File: src/rtl/debug_pkg.sv
// Shared constants and state encoding for the MIPS debug-unit controller.
package debug_pkg;

  localparam logic [7:0]  CMD_RUN    = 8'hFF;
  localparam logic [7:0]  CMD_STEP   = 8'hAA;
  localparam logic [31:0] HALT_INSTR = 32'hFC00_0000;
  localparam int          DUMP_BYTES = 260;

  typedef enum logic [2:0] {
    LOAD,
    WAIT_CMD,
    RUN,
    STEP,
    DUMP,
    HALTED
  } state_t;

endpackage

File: src/rtl/word_tx_serializer.sv
// Sends one CPU word as UART bytes, LSB first, using the tx_signal/tx_done handshake.
module word_tx_serializer #(
  parameter int DATA_WIDTH      = 32,
  parameter int DATA_WIDTH_UART = 8
) (
  input  logic                       clock,
  input  logic                       reset,
  input  logic                       start,
  input  logic [DATA_WIDTH-1:0]      word,
  input  logic                       tx_done,
  output logic                       tx_signal,
  output logic [DATA_WIDTH_UART-1:0] tx_data,
  output logic                       done
);

  localparam int NBYTES = DATA_WIDTH / DATA_WIDTH_UART;
  localparam int IDX_W  = $clog2(NBYTES);

  logic [DATA_WIDTH-1:0] latched;
  logic [IDX_W-1:0]      idx;
  logic [IDX_W-1:0]      nidx;
  logic                  busy;

  assign nidx = idx + 1'b1;

  // The word is captured once; every byte is taken from this copy, not the live input.
  always_ff @(posedge clock) begin
    if (start && !busy) latched <= word;
  end

  always_ff @(posedge clock or posedge reset) begin
    if (reset) begin
      tx_signal <= 1'b0;
      tx_data   <= '0;
      done      <= 1'b0;
      busy      <= 1'b0;
      idx       <= '0;
    end else begin
      tx_signal <= 1'b0;
      done      <= 1'b0;
      if (start && !busy) begin
        idx       <= '0;
        tx_data   <= word[DATA_WIDTH_UART-1:0];
        tx_signal <= 1'b1;
        busy      <= 1'b1;
      end else if (busy && !tx_signal && tx_done) begin
        if (idx == IDX_W'(NBYTES - 1)) begin
          busy <= 1'b0;
          done <= 1'b1;
        end else begin
          idx       <= nidx;
          tx_data   <= latched[DATA_WIDTH_UART*int'(nidx) +: DATA_WIDTH_UART];
          tx_signal <= 1'b1;
        end
      end
    end
  end

endmodule

File: src/rtl/debug_unit_ctrl.sv
// Debug-unit controller: loads instruction memory from UART, runs/steps the pipeline,
// then dumps PC, register file and data memory back over UART.
module debug_unit_ctrl
  import debug_pkg::*;
#(
  parameter int DATA_WIDTH      = 32,
  parameter int DATA_WIDTH_UART = 8,
  parameter int IMEM_ADDR_WIDTH = 5,
  parameter int REG_ADDR_WIDTH  = 5,
  parameter int DMEM_ADDR_WIDTH = 5
) (
  input  logic                       i_clock,
  input  logic                       i_reset,
  input  logic                       i_rx_done,
  input  logic [DATA_WIDTH_UART-1:0] i_rx_data,
  input  logic                       i_tx_done,
  output logic                       o_tx_signal,
  output logic [DATA_WIDTH_UART-1:0] o_tx_data,
  output logic                       o_imem_we,
  output logic [IMEM_ADDR_WIDTH-1:0] o_imem_addr,
  output logic [DATA_WIDTH-1:0]      o_imem_wdata,
  output logic                       o_cpu_enable,
  input  logic                       i_halt,
  input  logic [DATA_WIDTH-1:0]      i_pc,
  output logic [REG_ADDR_WIDTH-1:0]  o_reg_addr,
  input  logic [DATA_WIDTH-1:0]      i_reg_data,
  output logic [DMEM_ADDR_WIDTH-1:0] o_dmem_addr,
  input  logic [DATA_WIDTH-1:0]      i_dmem_data
);

  localparam int WORD_BYTES = DATA_WIDTH / DATA_WIDTH_UART;
  localparam int BYTE_W     = $clog2(WORD_BYTES);
  localparam int REG_BASE   = WORD_BYTES;
  localparam int DMEM_BASE  = WORD_BYTES * (1 + 2**REG_ADDR_WIDTH);

  state_t                     state;
  logic [BYTE_W-1:0]          byte_cnt;
  logic [IMEM_ADDR_WIDTH-1:0] addr_cnt;
  logic [DATA_WIDTH-1:0]      word_buf;
  logic [DATA_WIDTH-1:0]      load_word;
  logic                       halted;
  logic [8:0]                 dump_cnt;
  logic [8:0]                 dump_nxt;
  logic [REG_ADDR_WIDTH-1:0]  next_addr;
  logic [DATA_WIDTH-1:0]      dump_word;
  logic                       ser_start;
  logic                       ser_done;

  always_comb begin
    load_word = word_buf;
    load_word[DATA_WIDTH_UART*int'(byte_cnt) +: DATA_WIDTH_UART] = i_rx_data;
  end

  // dump_cnt is the byte offset of the word being started, so it selects the source.
  always_comb begin
    dump_word = i_dmem_data;
    if (dump_cnt < 9'(REG_BASE))       dump_word = i_pc;
    else if (dump_cnt < 9'(DMEM_BASE)) dump_word = i_reg_data;
  end

  assign dump_nxt  = dump_cnt + 9'(WORD_BYTES);
  // Register and dmem regions are both 32 words, so one index serves both addresses.
  assign next_addr = REG_ADDR_WIDTH'((dump_nxt / 9'(WORD_BYTES)) - 9'd1);

  always_ff @(posedge i_clock) begin
    if (state == LOAD && i_rx_done) word_buf <= load_word;
  end

  always_ff @(posedge i_clock or posedge i_reset) begin
    if (i_reset) begin
      state        <= LOAD;
      byte_cnt     <= '0;
      addr_cnt     <= '0;
      halted       <= 1'b0;
      dump_cnt     <= '0;
      ser_start    <= 1'b0;
      o_imem_we    <= 1'b0;
      o_imem_addr  <= '0;
      o_imem_wdata <= '0;
      o_cpu_enable <= 1'b0;
      o_reg_addr   <= '0;
      o_dmem_addr  <= '0;
    end else begin
      o_imem_we <= 1'b0;
      ser_start <= 1'b0;
      case (state)
        LOAD: begin
          if (i_rx_done) begin
            byte_cnt <= byte_cnt + 1'b1;
            if (byte_cnt == '1) begin
              o_imem_we    <= 1'b1;
              o_imem_wdata <= load_word;
              o_imem_addr  <= addr_cnt;
              addr_cnt     <= addr_cnt + 1'b1;
              if (load_word == HALT_INSTR || addr_cnt == '1) state <= WAIT_CMD;
            end
          end
        end
        WAIT_CMD: begin
          if (i_rx_done && i_rx_data == CMD_RUN) begin
            state        <= RUN;
            o_cpu_enable <= 1'b1;
          end else if (i_rx_done && i_rx_data == CMD_STEP) begin
            state        <= STEP;
            o_cpu_enable <= 1'b1;
          end
        end
        RUN: begin
          if (i_halt) begin
            o_cpu_enable <= 1'b0;
            halted       <= 1'b1;
            state        <= DUMP;
            dump_cnt     <= '0;
            ser_start    <= 1'b1;
            o_reg_addr   <= '0;
            o_dmem_addr  <= '0;
          end
        end
        STEP: begin
          o_cpu_enable <= 1'b0;
          halted       <= halted | i_halt;
          state        <= DUMP;
          dump_cnt     <= '0;
          ser_start    <= 1'b1;
          o_reg_addr   <= '0;
          o_dmem_addr  <= '0;
        end
        DUMP: begin
          if (ser_done) begin
            dump_cnt <= dump_nxt;
            if (dump_nxt == 9'(DUMP_BYTES)) begin
              state <= halted ? HALTED : WAIT_CMD;
            end else begin
              ser_start   <= 1'b1;
              o_reg_addr  <= next_addr;
              o_dmem_addr <= DMEM_ADDR_WIDTH'(next_addr);
            end
          end
        end
        HALTED:  o_cpu_enable <= 1'b0;
        default: state <= LOAD;
      endcase
    end
  end

  word_tx_serializer #(
    .DATA_WIDTH      (DATA_WIDTH),
    .DATA_WIDTH_UART (DATA_WIDTH_UART)
  ) u_serializer (
    .clock     (i_clock),
    .reset     (i_reset),
    .start     (ser_start),
    .word      (dump_word),
    .tx_done   (i_tx_done),
    .tx_signal (o_tx_signal),
    .tx_data   (o_tx_data),
    .done      (ser_done)
  );

endmodule

File: config.mk
export PLATFORM = sky130hd
export DESIGN_NAME = debug_unit_ctrl
export DESIGN_NICKNAME = d
export VERILOG_FILES = /design/src/rtl/debug_pkg.sv /design/src/rtl/word_tx_serializer.sv /design/src/rtl/debug_unit_ctrl.sv
export SDC_FILE = /design/constraint.sdc
export NUM_CORES = 1
export LEC_CHECK = 0
export ABC_AREA = 1
export BUFFER_PORTS_ARGS = -buffer_cell sky130_fd_sc_hd__buf_4
export CAP_MARGIN = 40
export CORE_MARGIN = 1.5
export CORE_UTILIZATION = 25
export CTS_CLUSTER_SIZE = 30
export DETAILED_ROUTE_END_ITERATION = 7
export REMOVE_ABC_BUFFERS = 1
export SYNTH_ARGS = -nofsm -noshare
export SYNTH_HDL_FRONTEND = slang
export SYNTH_SLANG_ARGS = --single-unit
File: constraint.sdc
create_clock -name i_clock -period 2.5 [get_ports i_clock]
set_input_delay 0.25 -clock i_clock [delete_from_list [all_inputs] [get_ports i_clock]]
set_output_delay 0.25 -clock i_clock [all_outputs]
set_load 0.005 [all_outputs]
# Word-level counts from Yosys, hierarchy flattened
# Index checks and enable logic that the tools add are counted.
# totals
ff_bits,142
in_bits,109
output_inout_bits,58
word_cells,125
# classes
addsub,6
n_lt_le_gt_ge,2
n_eq_ne,21
shifts,3
mux,48
bitwise,2
reduce_logical,25
# op_table
op,n
32-bit 2-to-1 mux,2
5-bit negation with 33-bit output,1
8-bit by 33-bit variable shift with 32-bit output (first input constant),1
8-bit by 33-bit variable part select with 32-bit output,1
32-bit bitwise mux,1
32-bit == test (second input constant),1
32-bit by 6-bit variable part select with 8-bit output,1
3-bit 2-to-1 mux,9
9-bit case mux with 3 select lines,1
8-bit 2-to-1 mux,3
1-bit 2-to-1 mux,19
9-bit 2-to-1 mux,2
3-bit case mux with 6 select lines,1
8-bit == test (second input constant),2
5-bit 2-to-1 mux,3
5-bit case mux with 3 select lines,1
9-bit by 3-bit adder with 9-bit output (second input constant),1
9-bit == test (second input constant),1
9-bit by 3-bit less-than comparator with 1-bit output (second input constant),1
9-bit by 8-bit less-than comparator with 1-bit output (second input constant),1
3-bit AND reduction,3
2-bit by 1-bit != test with 1-bit output (second input constant),4
2-bit != test (second input constant),4
2-bit AND reduction,4
other kinds (23),39

# Logic depth before layout (Yosys ltp)
# Gate-level depths: netlist of the first run.
# logic_depth
word_depth,9
depth_mapped,18
mapped_depth_nobuf,16

# Modules after synthesis
# Synthesis of the first run repeated with hierarchy kept, for this count alone.
# unflattened
cells_unflattened,852
hier_area_um2,7123.1
# modules_own_cells
mod,n_inst,cells_each,area_each_um2,seq_area_each_um2
debug_unit_ctrl,1,674,5253.8,2537.4
word_tx_serializer,1,178,1869.3,1286.2

# Worst setup path after synthesis of the first run
# Ideal clock, no wire load.
# synth_path
path_kind,reg-to-reg
start,register byte_cnt[0]
end,register state[2]
setup_time_ps,117
arrival_ps,2027
t_required_ps,2383
slack_ps,356
stages_incl_launch_ff,16
path_buffers,1
synth_period_minus_slack_ps,2144
cell_sequence,dfrtp_1 > clkbuf_8 > inv_1 > ha_1 > nor2_2 > nand2_2 > o21ai_2 > nand2_1 > nor2_1 > nand2_1 > nor2_1 > nand2_1 > nand3_2 > nand3_2 > nand2_1 > nand2_1
# synth_via
elab_chain_cells,7
elab_cells_between_ends,10
classes_between,add/sub (1); eq/ne (4); shift (2); mux (1); reduce/logical (2)
# synth_lines
item,line_no,source
"start, declared",debug_unit_ctrl.sv:37,logic [BYTE_W-1:0] byte_cnt;
"start signal, assigned",debug_unit_ctrl.sv:89,byte_cnt <= byte_cnt + 1'b1;
5-bit negation with 33-bit output *,debug_unit_ctrl.sv:51,load_word[DATA_WIDTH_UART*int'(byte_cnt) +: DATA_WIDTH_UART] = i_rx_data;
8-bit by 33-bit variable part select with 32-bit output / 8-bit by 33-bit variable shift with 32-bit output (equally long branches),debug_unit_ctrl.sv:51,
32-bit bitwise mux *,debug_unit_ctrl.sv:51,
via load_word[27],debug_unit_ctrl.sv:40,logic [DATA_WIDTH-1:0] load_word;
32-bit == test *,debug_unit_ctrl.sv:95,if (load_word == HALT_INSTR || addr_cnt == '1) state <= WAIT_CMD;
1-bit logical OR *,debug_unit_ctrl.sv:95,
2-bit by 1-bit != test with 1-bit output (no line) *,-,
8-bit AND reduction (no line) *,-,
"end signal, assigned",debug_unit_ctrl.sv:132,state <= halted ? HALTED : WAIT_CMD;
"end, declared",debug_unit_ctrl.sv:36,state_t state;
# The timed path passes the listed nets; every way through them passes the cells marked *.
# A chain may end at the register's enable or synchronous reset.

# Worst setup path in the final report of the first run
# layout_path
start,register byte_cnt[1]
end,register state[0]
# layout_via
elab_chain_cells,7
elab_cells_between_ends,10
classes_between,add/sub (1); eq/ne (4); shift (2); mux (1); reduce/logical (2)
# layout_lines
item,line_no
5-bit negation with 33-bit output,debug_unit_ctrl.sv:51
8-bit by 33-bit variable part select with 32-bit output / 8-bit by 33-bit variable shift with 32-bit output (equally long branches),debug_unit_ctrl.sv:51
32-bit bitwise mux,debug_unit_ctrl.sv:51
32-bit == test,debug_unit_ctrl.sv:95
1-bit logical OR,debug_unit_ctrl.sv:95
2-bit by 1-bit != test with 1-bit output (no line),-
8-bit AND reduction (no line) *,-
# Mark *: on every way between the ends. The rest lies on a longest branch, timed or not.

==> impl_metrics.csv, run 1 <==
group,metric,value,unit
finish,regArea,3820,um2
place,gp_congestion,0.820,
synthesis,synthTopCellsByArea,"edfxtp_1 28%, dfrtp_1 27%, nand2_1 13%, nand3_1 6.3%, inv_1 5.0%",
synthesis,ys_types,36,
setup_path,cp-end-kind,"register",
flow_run,maxCapViolCount,0,
timing,fin_crit,2310,ps
setup_path,startpoint_type,"register",
clocking,tritoncts,"built",
timing,fin_ws,191,ps
clocking,insertion_delay,430,ps
timing,maxSlewViolCount,0,
clocking,cts-root-buf,"clkbuf_16",
timing,grt_setup_unrepaired,"no",
clocking,htreeDepth,4,
power,swShare,37.5,%
setup_path,critPathMaxStageDelay,430,ps
global_routing,grt_pass1_wl,29.5,mm
setup_path,crit_required,2810,ps
place,io_buffers,166,
finish,layout_commonest_cell,"nand2_1",
global_routing,grtUsageTotal,13.2,%
power,power.internal,6050,uW
setup_path,critPathSlowestCell,"dfrtp_1",
synthesis,yosysTopAreaCellShare,27.6,%
finish,multi_input_area,2610,um2
routing,detail-route-antenna-nets,0,
min_path,hold_path_class,"in -> reg",
synthesis,syn-instance-count,816,
setup_path,cp_num_buf_inv,1,
timing,fmax,0.433,GHz
setup_path,path_max_fanout,8,
routing,vias,5868,
routing,finalWirelength,18.4,mm
finish,num-nets-final,1103,
floorplanning,ios,167,
power,switching_power,3630,uW
clocking,clockBufferDepth,2,
synthesis,syn_area_per_cell,8.53,um2
power,p_leak,0.00443,uW
setup_path,path_cells,"inv_1 -> ha_1 -> nor2_2 -> a21oi_1 -> nand2_1 -> nor2_1 -> nand2_1 -> nor2_1 -> nand2_1 -> nand3_2 -> nand3_2 -> nand2_1 -> nand2_1",
routing,wl_per_cell,13.4,um
timing,skew,11.4,ps
timing,tightest_slew,842,ps
outcome,status,"finished, final reports clean",
routing,dr.pass1.iters,5,
setup_path,crit_top_cell,"nand2_1",
clocking,postCtsSetupBuffers,0,
clocking,clock_sinks,140,
timing,slew_headroom,43.3,%
global_routing,grt_max_degree,77,
routing,vias_per_cell,4.29,
power,clkPwrFrac,24.3,%
timing,setup_viol,0,
floorplanning,initial_utilization,25.6,%
synthesis,syn-cell-area,6960,um2
power,vdd_ir_drop_max,0.000469,V
synthesis,synth_top_area_cell,"edfxtp_1",
floorplanning,die_y,170,um
setup_path,crit_type,"reg -> reg",
floorplanning,rows,60,
clocking,clk_pin_slew_worst_paths,60,ps
place,place_ws,227,ps
finish,instances_no_fill,1368,
power,p_seq_share,37.0,%
place,dp_hpwl,13.5,mm
timing,tns,0,ps
place,dp_cells,1335,
timing,hold_ws,43.9,ps
floorplanning,die_area,28900,um2
finish,drive_above_1_share,23.3,%
setup_path,crit_arrival,2620,ps
finish,fin_util,33.8,%
timing,finalCritPeriodShare,92.4,%
finish,diodes,0,
timing,final_hold_viol_count,0,
min_path,min-delay-start,"i_halt",
routing,drcViolationCount,0,
floorplanning,core-area,27200,um2
setup_path,crit_path_start,"byte_cnt[1]",
finish,fillCellCount,2876,
global_routing,grt_remaining_overflow,0,
synthesis,yosys_warnings,0,
synthesis,synth_seq_cells,140,
finish,areaGrowthSynthToFinish,32.1,%
setup_path,r2r-start,"byte_cnt[1]",
power,pwr-share-comb,38.8,%
power,powerDensity,1050,nW/um2
routing,drt_iter0_markers,393,
finish,final_cell_mix,"244 x nand2_1, 179 x buf_4, 91 x inv_1",
synthesis,ys_seq_area_share,54.9,%
global_routing,grt_pass1_vias,5804,
global_routing,antenna_found_initial,0,
floorplanning,fp.dieW,170,um
setup_path,path_delay_family,"simple AND/OR/NAND/NOR gates",
clocking,cts_made_buffers,17,
-- power groups by stage --
stage	clock network, uW	logic, uW	registers (uW)
after floorplan	0	2160	3630
after global placement	0	3710	3610
after detailed placement	0	3780	3610
after CTS	2410	3800	3580
after global routing	2510	4280	3660
final	2350	3750	3580
-- Yosys cell counts --
| master | n |
|---|---|
| a21oi_1 | 18 |
| a221o_1 | 3 |
| a221oi_1 | 3 |
| a22o_1 | 4 |
| a31oi_1 | 5 |
| a41oi_1 | 4 |
| and3_1 | 1 |
| buf_1 | 1 |
| buf_2 | 11 |
| buf_4 | 6 |
| clkbuf_1 | 15 |
| clkbuf_8 | 1 |
| clkinv_1 | 1 |
| dfrtp_1 | 76 |
| edfxtp_1 | 64 |
| ha_1 | 11 |
| inv_1 | 92 |
| inv_2 | 2 |
| nand2_1 | 244 |
| nand2_2 | 5 |
| nand3_1 | 87 |
| nand3_2 | 2 |
| nand3b_1 | 2 |
| nand4_1 | 7 |
| nor2_1 | 63 |
| nor2_2 | 4 |
| nor2_4 | 4 |
| nor3_1 | 3 |
| nor4_1 | 1 |
| o21ai_0 | 57 |
| o21ai_1 | 4 |
| o21ai_2 | 2 |
| o221ai_1 | 1 |
| o22ai_1 | 4 |
| xnor2_1 | 2 |
| xor2_1 | 6 |
-- area by class of cell --
cell class / instances / share of cell area (%)
Clock buffer: 19 / 4.94
Clock inverter: 13 / 0.953
Inverter: 95 / 3.89
Multi-Input combinational cell: 547 / 28.4
Sequential cell: 140 / 41.6
Tap cell: 372 / 5.06
Timing Repair Buffer: 182 / 15.2
-- routing by layer --
metal / vias to the layer above / share of wire [%] / GRT usage, % / wire [um]
met5: - / 0 / 0 / 0
met4: 0 / 1.2 / 3.73 / 213
met3: 14 / 7.5 / 4.42 / 1370
met2: 192 / 48 / 22.4 / 8730
met1: 2650 / 44 / 16.0 / 8040
li1: 3012 / - / - / -
-- worst paths after layout --
path                                      endpoint  slack [ps]  cells past startpoint
setup reg to reg                          state[0]         190                     13
hold / removal                              halted          40                      3
setup / recovery                          state[0]         190                     13
hold reg to reg                             halted         450                      2
min in group asynchronous  u_serializer.tx_data[6]         470                      4
max in group asynchronous                 state[0]        1690                      4
-- through the flow --
| stage | area [um2] | total power (uW) |
|---|---|---|
| 6_report | 9200 | 9680 |
| 5_1_grt | 9200 | 10400 |
| 4_1_cts | 9190 | 9790 |
| 3_5_place_dp | 8640 | 7400 |
| 3_3_place_gp | 8620 | 7320 |
| 2_1_floorplan | 6790 | 5790 |
-- repair_timing --
item,CTS,global route
gates resized for setup,0,1
endpoints found under the hold margin,76,0
hold buffers,1,0
endpoints found under the setup margin,0,2
-- worst register-to-register path, stage by stage (launching register included) --
cell and delay [ps]:
dfrtp_1 430, inv_1 120, ha_1 380, nor2_2 160, a21oi_1 290, nand2_1 100
nor2_1 170, nand2_1 110, nor2_1 110, nand2_1 70, nand3_2 80, nand3_2 70
nand2_1 70, nand2_1 40
-- flip-flops by register name, indices dropped and copies added, names as in the netlist, 2 cells and up --
signal / cells
addr_cnt: 5
byte_cnt: 2
dump_cnt: 7
o_dmem_addr: 5
o_imem_addr: 5
o_imem_wdata: 32
state: 3
u_serializer.idx: 2
u_serializer.latched: 32
u_serializer.tx_data: 8
word_buf: 32
-- cells by family (layout without fill, tap and decap cells) --
logic type | count (synthesis) | in the layout | synth area share, %
simple gates | 423 | 423 | 25.8
fa+ha+maj | 11 | 11 | 1.98
flops | 140 | 140 | 54.9
buf+inv | 129 | 309 | 7.62
xor+xnor | 8 | 8 | 1.01
compound gates | 105 | 105 | 8.68
No activity file was read; power rests on OpenSTA's default activity.
==> run 2, diff against run 1 <==
CORE_UTILIZATION = 30   (was 25)
==> run 2 against run 1 <==
Sequential power is essentially flat. Wire length shrank 2.8%. Critical path type unchanged. Power grew 1.2%.
==> impl_metrics.csv, run 2 (synthesized netlist as in run 1, its figures left out) <==
group,metric,value,unit
finish,drive_above_1_share,23.2,%
timing,maxSlewViolCount,0,
place,io_buffers,166,
routing,finalWirelength,17.8,mm
setup_path,cp-end-kind,"register",
clocking,insertion_delay,420,ps
power,powerDensity,1070,nW/um2
setup_path,crit_top_cell,"nand2_1",
routing,dr.pass1.iters,5,
floorplanning,initial_utilization,30.7,%
finish,multi_input_area,2620,um2
place,gp_congestion,0.812,
finish,largest_registers,"o_imem_wdata: 32 flops, u_serializer.latched: 32 flops, word_buf: 32 flops",
routing,drt_iter0_markers,343,
finish,final_cell_mix,"244 x nand2_1, 177 x buf_4, 91 x inv_1",
power,vdd_ir_drop_max,0.000360,V
clocking,htreeDepth,4,
place,dp_cells,1246,
setup_path,crit_arrival,2580,ps
setup_path,critPathSlowestCell,"dfrtp_1",
setup_path,crit_cells,14,
finish,fin_util,40.2,%
floorplanning,fp.dieW,155,um
timing,final_hold_viol_count,0,
floorplanning,die_y,155,um
setup_path,path_max_fanout,13,
place,dp_hpwl,12.9,mm
clocking,cts_made_buffers,17,
global_routing,grtUsageTotal,15.3,%
outcome,status,"finished, final reports clean",
clocking,cts-root-buf,"clkbuf_16",
clocking,clockBufferDepth,2,
timing,fmax,0.440,GHz
timing,fin_crit,2270,ps
global_routing,grt_remaining_overflow,0,
clocking,tritoncts,"built",
timing,setup_viol,0,
routing,vias_per_cell,4.62,
finish,fillCellCount,2271,
timing,tightest_slew,751,ps
setup_path,crit_required,2810,ps
setup_path,r2r-start,"byte_cnt[0]",
global_routing,grt_pass1_vias,5765,
setup_path,crit_path_start,"byte_cnt[0]",
finish,diodes,0,
setup_path,path_cells,"buf_4 -> ha_1 -> nand2_1 -> nor2_2 -> a21oi_1 -> nand2_1 -> nor2_1 -> nand2_1 -> nor2_1 -> nand2_1 -> nand3_2 -> nand3_2 -> nand2_1 -> nand2_1",
global_routing,grt_max_degree,45,
clocking,postCtsSetupBuffers,0,
routing,vias,5915,
flow_run,maxCapViolCount,0,
setup_path,cp_num_buf_inv,1,
finish,layout_commonest_cell,"nand2_1",
power,power,9790,uW
routing,wl_per_cell,14.0,um
timing,finalCritPeriodShare,91.0,%
setup_path,crit_type,"reg -> reg",
setup_path,path_delay_family,"simple AND/OR/NAND/NOR gates",
timing,grt_setup_unrepaired,"no",
setup_path,critPathMaxStageDelay,370,ps
clocking,clock_sinks,140,
floorplanning,die_area,24100,um2
finish,regArea,3820,um2
routing,drcViolationCount,0,
floorplanning,core-area,22700,um2
global_routing,antenna_found_initial,0,
floorplanning,rows,55,
min_path,hold_depth,3,
timing,skew,11.4,ps
clocking,clk_pin_slew_worst_paths,60,ps
global_routing,grt_pass1_wl,29.0,mm
finish,num-nets-final,1101,
power,p_leak,0.00443,uW
routing,detail-route-antenna-nets,0,
floorplanning,ios,167,
setup_path,rr_worst_depth,14,
min_path,hold_path_class,"in -> reg",
setup_path,startpoint_type,"register",
timing,slew_headroom,49.4,%
min_path,min-delay-start,"i_halt",
finish,instances_no_fill,1279,
finish,areaGrowthSynthToFinish,31.1,%
[run 2: metal layers]
metal	share of wire [%]	track usage, %
met1	44	18.9
met2	48	25.6
met3	7.3	4.87
met4	0.96	4.54
met5	0	0
[run 2: path summary, 6_finish.rpt]
check	to	slack, ps
worst max-delay path	state[0]	230
worst max register to register	state[0]	230
worst min register to register	halted	450
max in group asynchronous	o_imem_wdata[27]	1360
min in group asynchronous	u_serializer.tx_data[1]	490
worst min-delay path	halted	40
[run 2: timing repair]
action                                  in CTS  in global routing
endpoints found under the setup margin       0                  2
hold endpoints to repair                    38                  0
hold buffers                                 1                  0
resized for setup                            0                  4
[run 2: tightest hold or removal path: cells and delay by family]
family	cells	cell delay, ps
buf+inv	1	90
simple gates	2	90
[run 2: area by class of cell]
cell class	instances	share of cell area [%]
tap	285	3.91
sequential	140	41.9
timing repair buffer	180	15.1
clock buffer	24	5.88
clock inverter	8	0.548
inverter	95	3.92
multi-input combinational	547	28.7
[run 2: where the power goes]
| part | leakage [uW] | internal (uW) | total [uW] | switching [uW] |
|---|---|---|---|---|
| logic | 0.00258 | 1480 | 3720 | 2240 |
| registers | 0.00156 | 3230 | 3580 | 346 |
| clock network | 0.000287 | 1500 | 2490 | 989 |
[run 2: through the flow]
| stage | hold slack (ps) | cell area [um2] | setup WS (ps) | TNS (ps) |
|---|---|---|---|---|
| after floorplan | 360 | 6790 | -150 | -1100 |
| after global placement | 414 | 8490 | 190 | 0 |
| after detailed placement | 419 | 8510 | 166 | 0 |
| after CTS | 17.0 | 9110 | 158 | 0 |
| after global routing | 31.2 | 9130 | 13.6 | 0 |
| final | 38.7 | 9130 | 226 | 0 |
